File: config.mk
export PLATFORM = sky130hd
export DESIGN_NAME = mc_control_fsm
export DESIGN_NICKNAME = d
export VERILOG_FILES = /design/src/rtl/mc_control_fsm.sv
export SDC_FILE = /design/constraint.sdc
export NUM_CORES = 1
export LEC_CHECK = 0
export CORE_MARGIN = 10
export CORE_UTILIZATION = 46
export CTS_CLUSTER_SIZE = 16
export DETAILED_ROUTE_END_ITERATION = 8
export HOLD_SLACK_MARGIN = 0.06
export PLACE_DENSITY = 0.77
export SYNTH_ARGS = -nofsm -noshare
export SYNTH_HDL_FRONTEND = slang
export SYNTH_SLANG_ARGS = --single-unit
File: constraint.sdc
create_clock -name Clk -period 2 [get_ports Clk]
set_input_delay 0.3 -clock Clk [delete_from_list [all_inputs] [get_ports Clk]]
set_output_delay 0.3 -clock Clk [all_outputs]
set_load 0.005 [all_outputs]
File: src/rtl/mc_control_fsm.sv
// Multicycle CPU control unit: registered state, combinational next state and per-state datapath strobes.
// Memory states stall on mem_ready with a bounded wait; HALT and ERROR are sticky until Reset.
module mc_control_fsm #(
   parameter int STATE_W  = 5,
   parameter int OPC_W    = 4,
   parameter int CNT_W    = 16,
   parameter int WAIT_MAX = 15
) (
   input  logic               Clk,
   input  logic               Reset,
   input  logic [OPC_W-1:0]   opcode,
   input  logic               zero_flag,
   input  logic               mem_ready,
   output logic [STATE_W-1:0] state,
   output logic [STATE_W-1:0] nextstate,
   output logic               ir_we,
   output logic               pc_we,
   output logic [1:0]         pc_src,
   output logic               reg_we,
   output logic               wb_src,
   output logic               mem_rd,
   output logic               mem_we,
   output logic [1:0]         addr_src,
   output logic               sp_inc,
   output logic               sp_dec,
   output logic               halted,
   output logic               err,
   output logic [1:0]         err_code,
   output logic [CNT_W-1:0]   instr_cnt
);

   localparam int WCNT_W = $clog2(WAIT_MAX + 1);

   typedef enum logic [STATE_W-1:0] {
      FETCH    = 5'd0,
      DECODE   = 5'd1,
      EXEC_ALU = 5'd2,
      WB_ALU   = 5'd3,
      ADDR     = 5'd4,
      MEMRD    = 5'd5,
      WB_MEM   = 5'd6,
      MEMWR    = 5'd7,
      PUSH_DEC = 5'd8,
      PUSH_WR  = 5'd9,
      POP_RD   = 5'd10,
      POP_INC  = 5'd11,
      BR_EVAL  = 5'd12,
      CALL_DEC = 5'd13,
      CALL_WR  = 5'd14,
      CALL_JMP = 5'd15,
      RET_RD   = 5'd16,
      RET_INC  = 5'd17,
      HALT     = 5'd18,
      ERROR    = 5'd19
   } state_t;

   state_t             state_q;
   state_t             state_n;
   logic [WCNT_W-1:0]  wait_cnt;
   logic [OPC_W-1:0]   op_q;
   logic [1:0]         err_code_q;
   logic [1:0]         err_set;
   logic [CNT_W-1:0]   instr_cnt_q;
   logic               mem_st;
   logic               br_take;

   assign state     = state_q;
   assign nextstate = state_n;
   assign instr_cnt = instr_cnt_q;
   assign br_take   = (op_q == 4'h9) || zero_flag;

   always_comb begin
      state_n = state_q;
      err_set = 2'b00;
      mem_st  = 1'b0;
      case (state_q)
         FETCH: begin
            mem_st = 1'b1;
            if (mem_ready) state_n = DECODE;
         end
         DECODE: begin
            case (opcode)
               4'h0, 4'h1, 4'h2, 4'h3: state_n = EXEC_ALU;
               4'h4, 4'h5:             state_n = ADDR;
               4'h6:                   state_n = PUSH_DEC;
               4'h7:                   state_n = POP_RD;
               4'h8, 4'h9:             state_n = BR_EVAL;
               4'hA:                   state_n = CALL_DEC;
               4'hB:                   state_n = RET_RD;
               4'hF:                   state_n = HALT;
               default: begin
                  state_n = ERROR;
                  err_set = 2'b01;
               end
            endcase
         end
         EXEC_ALU: state_n = WB_ALU;
         WB_ALU:   state_n = FETCH;
         ADDR:     state_n = (op_q == 4'h4) ? MEMRD : MEMWR;
         MEMRD: begin
            mem_st = 1'b1;
            if (mem_ready) state_n = WB_MEM;
         end
         WB_MEM: state_n = FETCH;
         MEMWR: begin
            mem_st = 1'b1;
            if (mem_ready) state_n = FETCH;
         end
         PUSH_DEC: state_n = PUSH_WR;
         PUSH_WR: begin
            mem_st = 1'b1;
            if (mem_ready) state_n = FETCH;
         end
         POP_RD: begin
            mem_st = 1'b1;
            if (mem_ready) state_n = POP_INC;
         end
         POP_INC:  state_n = FETCH;
         BR_EVAL:  state_n = FETCH;
         CALL_DEC: state_n = CALL_WR;
         CALL_WR: begin
            mem_st = 1'b1;
            if (mem_ready) state_n = CALL_JMP;
         end
         CALL_JMP: state_n = FETCH;
         RET_RD: begin
            mem_st = 1'b1;
            if (mem_ready) state_n = RET_INC;
         end
         RET_INC: state_n = FETCH;
         HALT:    state_n = HALT;
         ERROR:   state_n = ERROR;
         default: begin
            state_n = ERROR;
            err_set = 2'b01;
         end
      endcase
      // The wait counter reaching WAIT_MAX gives one last look at mem_ready before timing out.
      if (mem_st && !mem_ready && (wait_cnt == WCNT_W'(WAIT_MAX))) begin
         state_n = ERROR;
         err_set = 2'b10;
      end
   end

   always_ff @(posedge Clk or posedge Reset) begin
      if (Reset) begin
         state_q     <= FETCH;
         wait_cnt    <= '0;
         op_q        <= '0;
         err_code_q  <= 2'b00;
         instr_cnt_q <= '0;
      end else begin
         state_q <= state_n;
         if (state_n != state_q)
            wait_cnt <= '0;
         else if (mem_st && !mem_ready)
            wait_cnt <= wait_cnt + WCNT_W'(1);
         if (state_q == DECODE)
            op_q <= opcode;
         if ((state_n == ERROR) && (state_q != ERROR))
            err_code_q <= err_set;
         if ((state_n == FETCH) && (state_q != FETCH))
            instr_cnt_q <= instr_cnt_q + CNT_W'(1);
      end
   end

   always_comb begin
      ir_we    = 1'b0;
      pc_we    = 1'b0;
      pc_src   = 2'd0;
      reg_we   = 1'b0;
      wb_src   = 1'b0;
      mem_rd   = 1'b0;
      mem_we   = 1'b0;
      addr_src = 2'd0;
      sp_inc   = 1'b0;
      sp_dec   = 1'b0;
      halted   = 1'b0;
      err      = 1'b0;
      err_code = 2'b00;
      case (state_q)
         FETCH: begin
            mem_rd = 1'b1;
            ir_we  = mem_ready;
            pc_we  = mem_ready;
         end
         WB_ALU: reg_we = 1'b1;
         MEMRD: begin
            mem_rd   = 1'b1;
            addr_src = 2'd1;
         end
         WB_MEM: begin
            reg_we = 1'b1;
            wb_src = 1'b1;
         end
         MEMWR: begin
            mem_we   = 1'b1;
            addr_src = 2'd1;
         end
         PUSH_DEC, CALL_DEC: sp_dec = 1'b1;
         PUSH_WR, CALL_WR: begin
            mem_we   = 1'b1;
            addr_src = 2'd2;
         end
         POP_RD, RET_RD: begin
            mem_rd   = 1'b1;
            addr_src = 2'd2;
         end
         POP_INC: begin
            sp_inc = 1'b1;
            reg_we = 1'b1;
            wb_src = 1'b1;
         end
         BR_EVAL: begin
            if (br_take) begin
               pc_we  = 1'b1;
               pc_src = 2'd1;
            end
         end
         CALL_JMP: begin
            pc_we  = 1'b1;
            pc_src = 2'd1;
         end
         RET_INC: begin
            sp_inc = 1'b1;
            pc_we  = 1'b1;
            pc_src = 2'd2;
         end
         HALT: halted = 1'b1;
         ERROR: begin
            err      = 1'b1;
            err_code = err_code_q;
         end
         default: ;
      endcase
      // Reset must kill every request at once, including FETCH's mem_rd.
      if (Reset) begin
         ir_we    = 1'b0;
         pc_we    = 1'b0;
         pc_src   = 2'd0;
         reg_we   = 1'b0;
         wb_src   = 1'b0;
         mem_rd   = 1'b0;
         mem_we   = 1'b0;
         addr_src = 2'd0;
         sp_inc   = 1'b0;
         sp_dec   = 1'b0;
         halted   = 1'b0;
         err      = 1'b0;
         err_code = 2'b00;
      end
   end

endmodule

======== Word-level counts from Yosys, hierarchy flattened ========
Index checks and enable logic that the tools add are counted.
W data, S select, Z words.
storage, ports and cells
  memories kept ........................... 0
  output and inout bits ................... 42
  memory bits (read-only) ................. 0
  register bits after elaboration ......... 31
  RAM bits ................................ 0
  bits of input ports ..................... 8
  word-level logic and storage cells ...... 116
  bits in latches ......................... 0
cells by class
  divide/modulo/power cells ............... 0
  magnitude comparators ................... 0
  add/sub/neg operators ................... 2
  bitwise gates (word level) .............. 0
  shift operators ......................... 0
  multiplexer cells ....................... 44
  eq/ne operators ......................... 37
  reductions and logical operators ........ 28
  multipliers ............................. 0
operators with widths
  cell                     count
  $pmux W5 S13             1
  $eq A5 B4 Y1 const B     8
  $pmux W5 S8              1
  $mux W5                  7
  $eq A4 B4 Y1 const B     7
  $eq A5 B5 Y1 const B     5
  $mux W1                  23
  $eq A4 B3 Y1 const B     5
  $eq A5 B3 Y1 const B     4
  $reduce_or A19 Y1        1
  $add A16 B1 Y16 const B  1
  $reduce_or A2 Y1         8
  $reduce_or A13 Y1        1
  $mux W2                  6
  $reduce_or A4 Y1         3
  $eq A5 B2 Y1 const B     2
  $logic_not A5 Y1         2
  $eq A4 B2 Y1 const B     2
  $mux W4                  2
  $reduce_or A7 Y1         1
  $pmux W2 S3              1
  $reduce_or A3 Y1         2
  $reduce_or A6 Y1         1
  $eq A5 B1 Y1 const B     1
  other kinds (13)         16

======== Depth between registers and ports, before layout ========
Gate-level depths: netlist of run 1.
  word-level depth ........................ 8
  mapped depth ............................ 9
  mapped depth without buffers ............ 8

======== Worst setup path before layout of run 1 ========
Ideal clock, no wire load.
  path type ............................... flip-flop to flip-flop
  start ................................... register state_q[2] (netlist: state[2])
  end ..................................... register wait_cnt[1]
  setup time .............................. 0.127 ns
  required time ........................... 1.873 ns
  slack ................................... -0.216 ns
  clock period less this slack ............ 2.216 ns
  stages on the path, launching flop included .. 9
  data arrival time ....................... 2.089 ns
  cell sequence ........................... dfrtp_1 nand2b_4 or4_4 buf_6 o31ai_4 nor3_1 o2111a_1 o31ai_4 nor2_1
on the way
  cells in the longest elaborated chain, start to end .. 8
  elaborated cells between the ends (all ways) .. 36
RTL lines
  item                                                                  line  source
  start, declared                                                       57    state_t state_q;
  start signal, assigned                                                153   state_q <= state_n;
  parallel branches: the longest is 8 deep, another holds $pmux W5 S13  n/a
  end signal, assigned                                                  157   wait_cnt <= wait_cnt + WCNT_W'(1);
  end, declared                                                         59    logic [WCNT_W-1:0] wait_cnt;
Parallel ways; which one is timed is not known.
A chain may end at the register's enable or synchronous reset.

======== Worst setup path after layout of run 1 ========
  start ................................... register op_q[1]
  end ..................................... register instr_cnt_q[4] (netlist: instr_cnt[4])
on the way
  cells in the longest elaborated chain, start to end .. 6
RTL lines
  item                    line  source
  start, declared         60    logic [OPC_W-1:0] op_q;
  start signal, assigned  159   op_q <= opcode;
  $eq A4 B3 Y1            99    ADDR: state_n = (op_q == 4'h4) ? MEMRD : MEMWR;
  $mux W2                 99
  $pmux W5 S13            76    case (state_q)
  $mux W5                 139   if (mem_st && !mem_ready && (wait_cnt == WCNT_W'(WAIT_MAX))) begin
  $logic_not A5 Y1        162   if ((state_n == FETCH) && (state_q != FETCH))
  $logic_and A1 B1 Y1     162
  end signal, assigned    163   instr_cnt_q <= instr_cnt_q + CNT_W'(1);
  end, declared           63    logic [CNT_W-1:0] instr_cnt_q;
No other way between the ends.

==> impl_metrics.yaml, run 1 <==
setup_path:
  regToRegSetupSlack_ns: -0.54
  required_ns: 2.20
  reg2regPathDepth: 10
  endpoint_kind: "flop"
  regToRegStartpoint: "op_q[1]"
  path_max_fanout: 7
  rr_endpoint: "instr_cnt[4]"
  path_class: "flop to flop"
  worstPathArrival_ns: 2.75
  cp-start-kind: "flop"
yosys:
  synthTopCellsByArea: "dfrtp_1 35%, nand2_1 6.6%, xor2_1 4.4%, nor2_1 4.3%, xnor2_1 3.2%"
  avgSynthCellArea_um2: 8.41
  postSynthNetCount: 272
  synthArstFlopShare: 1.00
  synth_top_area_frac: 0.352
  synthDistinctLibCells: 60
  yosysSeqAreaShare: 0.352
  synth-main-ff-cell: "dfrtp_1"
  synth_largest_area_cell: "dfrtp_1"
  ys_ff_latch: 31
  synth_warnings: 0
  synth_area_mm2: 0.00220
  synthCells: 262
  synth_edf_count: 0
sta:
  drv_slew: 0
  max_freq_mhz: 393
  hold_viol: 0
  setup-tns-final_ns: -11.96
  fin_worst_skew_ns: 0.00828
  period_share: 1.27
  slew_headroom: 0.621
  rsz0062_at_grt: "yes"
  setup-violations-final: 35
  fin_ws_ns: -0.543
  worst_slew_pin_slew_ns: 0.554
  min_period_ns: 2.54
routing:
  wl_per_cell_um: 22.7
  viasPerCell: 6.22
  drt_wl_total_um: 10900
  first_pass_iters: 5
  drcViolationCount: 0
  drtIter0Drc: 269
  ant_nets: 0
  vias: 2992
global_routing:
  gr-total-overflow: 0
  grt_use_met3: 0.0629
  grt_pass1_wl_um: 14800
  grt_use_met2: 0.415
  antenna_found_initial: 0
  grt_max_degree: 32
  grtUsageMet1: 0.267
  grt_pass1_vias: 2890
  grt_use_total: 0.237
  grt_busiest_layer: "met2"
die:
  core_mm2: 0.00469
  die_x_um: 89.2
  io_pins: 50
  num_rows: 25
  initial_core_util: 0.470
  die_h_um: 89.2
  design.die.area_mm2: 0.00796
final_layout:
  seq_area_um2: 781
  mostFrequentLayoutCells: "89 x buf_4, 31 x nand2_1, 31 x buf_6"
  n_fill_cell: 219
  final_common_cell: "buf_4"
  syn_to_final_growth_pct: 88.9
  drive_above_1_share: 0.534
  multi_input_area_mm2: 0.00174
  diodes: 0
  num-nets-final: 436
cts:
  clk_pin_slew_ns: 0.07
  htreeDepth: 2
  cts.path.max_buffers: 2
  clock_latency_ns: 0.29
  clock_sinks: 31
  cts_tree: "yes"
  cts_buffers: 5
  cts-root-buf: "clkbuf_8"
pwr:
  p_leak_nw: 1.99
  peakVddDrop_mv: 0.429
  fin_total_pwr_mw: 1.21
  p_per_area_mw_per_mm2: 290
placed_design:
  pre_cts_slack_ns: -0.679
  io_buffers: 49
  hpwl_um: 5630
  gp_congestion: 0.908
run_status:
  outcome: "finished, violations left"
  violations: "setup timing"
worst_hold_path:
  hold_class: "flop to flop"
  holdPathEnd: "instr_cnt[15]"
  hp-start: "instr_cnt[15]"
  hold_path_depth: 1
run:
  drv_cap: 0
## cells in the mapped netlist, drive strengths merged (3+ instances only)
cell type	count
xnor2	8
nand2	39
buf	8
and3	7
a21oi	14
nor3	13
o21ai	11
dfrtp	31
o31ai	3
nand4	5
o22ai	3
nor2b	7
nand2b	6
xor2	11
clkbuf	5
inv	10
and4	3
nor2	25
and2	5
nand3	9
## power breakdown
part	internal (mW)	switching, mW
combinational	0.0445	0.0474
clock	0.244	0.244
sequential	0.627	0
total	0.915	0.292
## registers in the layout (all words and copies together), names as in the netlist
name        cells
wait_cnt        4
instr_cnt      16
op_q            4
state           5
err_code_q      2
## worst max-delay path: stages (launching register included)
cell	delay, ns
dfrtp_1	0.41
nor4b_2	0.35
buf_4	0.18
nor4b_2	0.04
a221o_1	0.32
nor3_4	0.26
buf_6	0.17
and4_1	0.21
buf_6	0.16
nand4_1	0.13
xnor2_1	0.21
## repair_timing
action	CTS	global route
hold buffers	0	0
buffers inserted	24	11
setup endpoints to repair	43	42
gates cloned	1	0
pin swaps	30	31
resized for setup	134	63
## metal layers
metal  routed length, um  up-vias
met3                 889       68
li1                    -     1263
met5                   0        -
met1                4100     1444
met4                 556        0
met2                5350      217
## worst max path at each step
stage / startpoint / to / slack [ns] / cells past startpoint
after floorplan: state[2] / wait_cnt[1] / -0.16 / 8
after global placement: mem_ready / instr_cnt[4] / -0.64 / 10
after detailed placement: mem_ready / instr_cnt[14] / -0.68 / 9
after CTS: state[2] / wait_cnt[2] / -0.32 / 9
after global routing: op_q[1] / instr_cnt[4] / -0.63 / 10
final: op_q[1] / instr_cnt[4] / -0.54 / 10
## per-stage QoR
stage / area (um2) / std cells / util / hold WS, ns
after floorplan: 2260 / 262 / - / 0.405
after global placement: 3400 / 439 / 0.725 / 0.456
after detailed placement: 3400 / 439 / 0.725 / 0.465
after CTS: 3880 / 470 / 0.828 / 0.474
after global routing: 4160 / 481 / 0.887 / 0.504
final: 4160 / 481 / 0.887 / 0.487
## area by class of cell
cell class	instances	share of cell area
well taps	54	0.0162
clock inverters	1	0.00120
multi-input cells	209	0.418
repair buffers	169	0.350
clock buffers	7	0.0183
inverters	10	0.00902
flip-flops and latches	31	0.188
## cells by family after synthesis
group | after synthesis | synth area share
flip-flops | 31 | 0.352
buffers and inverters | 23 | 0.0500
adder cells (fa/ha/maj) | 2 | 0.0114
AO/OA/AOI/OAI | 54 | 0.185
AND/OR/NAND/NOR | 132 | 0.321
multiplexers | 1 | 0.00454
XOR/XNOR | 19 | 0.0755
Power figures use the tool's default switching activity.
==> inputs of run 2 (changes only) <==
--- a/config.mk
+++ b/config.mk
@@ -9,6 +9,7 @@
 export CORE_UTILIZATION = 46
 export CTS_CLUSTER_SIZE = 16
 export DETAILED_ROUTE_END_ITERATION = 8
+export GPL_ROUTABILITY_DRIVEN = 0
 export HOLD_SLACK_MARGIN = 0.06
 export PLACE_DENSITY = 0.77
 export SYNTH_ARGS = -nofsm -noshare
==> impl_metrics.yaml, run 2 (synthesis results as in run 1) <==
run_status:
  outcome: "finished, violations left"
  violations: "setup timing"
setup_path:
  path_max_fanout: 5
  rr_endpoint: "instr_cnt[5]"
  cpMostUsedCell: "buf_6"
  worstPathArrival_ns: 2.80
  endpoint_kind: "flop"
  reg2regPathDepth: 11
  slowest_delay_ns: 0.42
  crit_slowest_cell: "a221o_1"
  path_class: "flop to flop"
  cp-start-kind: "flop"
  crit_path_cell_trace: "buf_6 -> buf_6 -> nor2_4 -> buf_6 -> buf_6 -> a221o_1 -> nor3_4 -> buf_6 -> nand4_4 -> nor3_4 -> xor2_1"
  regToRegSetupSlack_ns: -0.62
  required_ns: 2.18
  regToRegStartpoint: "state[2]"
pwr:
  peakVddDrop_mv: 0.667
  fin_total_pwr_mw: 1.37
  p_per_area_mw_per_mm2: 326
  p_leak_nw: 2.02
sta:
  period_share: 1.31
  drv_slew: 0
  min_period_ns: 2.62
  whs_ns: 0.497
  max_freq_mhz: 381
  hold_viol: 0
  rsz0062_at_grt: "yes"
  fin_ws_ns: -0.623
  setup-violations-final: 36
  setup-tns-final_ns: -12.84
  fin_worst_skew_ns: 0.00337
  slew_headroom: 0.595
  worst_slew_pin_slew_ns: 0.591
run:
  drv_cap: 0
final_layout:
  mostFrequentLayoutCells: "82 x buf_4, 33 x nand2_1, 29 x buf_6"
  num-nets-final: 431
  final_common_cell: "buf_4"
  diodes: 0
  design_area_mm2: 0.00420
  n_fill_cell: 204
  final_core_util: 0.895
  syn_to_final_growth_pct: 90.5
  drive_above_1_share: 0.531
  largest_reg_flops: 16
  final-instance-count-excl-fill: 476
cts:
  cts-root-buf: "clkbuf_8"
  cts_buffers: 5
  htreeDepth: 2
  ctsHoldBuffers: 0
  cts_tree: "yes"
  clock_sinks: 31
  cts.path.max_buffers: 2
  clk_pin_slew_ns: 0.07
  clock_latency_ns: 0.29
worst_hold_path:
  holdPathEnd: "instr_cnt[13]"
  hp-start: "instr_cnt[13]"
  hold_path_depth: 1
  hold_class: "flop to flop"
die:
  design.die.area_mm2: 0.00796
  num_rows: 25
  core_mm2: 0.00469
  io_pins: 50
  initial_core_util: 0.470
  die_x_um: 89.2
  die_h_um: 89.2
placed_design:
  hpwl_um: 5610
  io_buffers: 49
  pre_cts_slack_ns: -0.645
  place_area_mm2: 0.00338
  dp_cells: 435
global_routing:
  grt_use_met3: 0.0729
  gr-total-overflow: 0
  grt_use_met2: 0.418
  grt_use_total: 0.248
  grt_pass1_vias: 2886
  grt_max_degree: 32
  grtUsageMet1: 0.289
  antenna_found_initial: 0
  grt_pass1_wl_um: 15400
  grt_busiest_layer: "met2"
routing:
  drt_wl_total_um: 11700
  viasPerCell: 6.47
  wl_per_cell_um: 24.5
  ant_nets: 0
  first_pass_iters: 5
  vias: 3078
  drcViolationCount: 0
  drtIter0Drc: 319
## run 2: per-layer routing
layer / vias to the layer above / wire, um
met5: - / 0
met4: 0 / 805
met3: 88 / 1290
met2: 285 / 5480
met1: 1458 / 4110
li1: 1247 / -
## run 2: cell type report
type | count | area, um2 | share of cell area
clock inverters | 2 | 35.0 | 0.00835
flip-flops and latches | 31 | 782 | 0.186
inverters | 10 | 40.0 | 0.00954
well taps | 54 | 67.6 | 0.0161
multi-input cells | 209 | 1750 | 0.416
clock buffers | 6 | 82.6 | 0.0197
repair buffers | 164 | 1450 | 0.344
## run 2: repair_timing
item	in CTS	in global routing
cloned	1	1
setup endpoints to repair	43	40
pin swaps	43	39
setup buffers	23	16
gates resized for setup	133	69
## run 2: worst max path at each step
stage | from | end | cells past startpoint
final | state[2] | instr_cnt[5] | 11
after CTS | state[2] | wait_cnt[3] | 8
after global placement | mem_ready | instr_cnt[4] | 10
after global routing | state[2] | instr_cnt[5] | 11
after floorplan | state[2] | wait_cnt[1] | 8
after detailed placement | mem_ready | instr_cnt[7] | 9
## run 2: critical path: cells and delay by family (launching register included)
family,cells,cell delay [ns]
AOI/OAI and AO/OA,1,0.42
xor gates and xnor gates,1,0.30
buffers and inverters,5,0.64
DFF,1,0.39
and+or+nand+nor,4,0.75
## run 2: power by group
part / switching (mW) / total, mW / internal (mW)
Sequential: 0 / 0.627 / 0.627
Clock: 0.252 / 0.655 / 0.403
Combinational: 0.0465 / 0.0853 / 0.0388
Total: 0.299 / 1.37 / 1.07
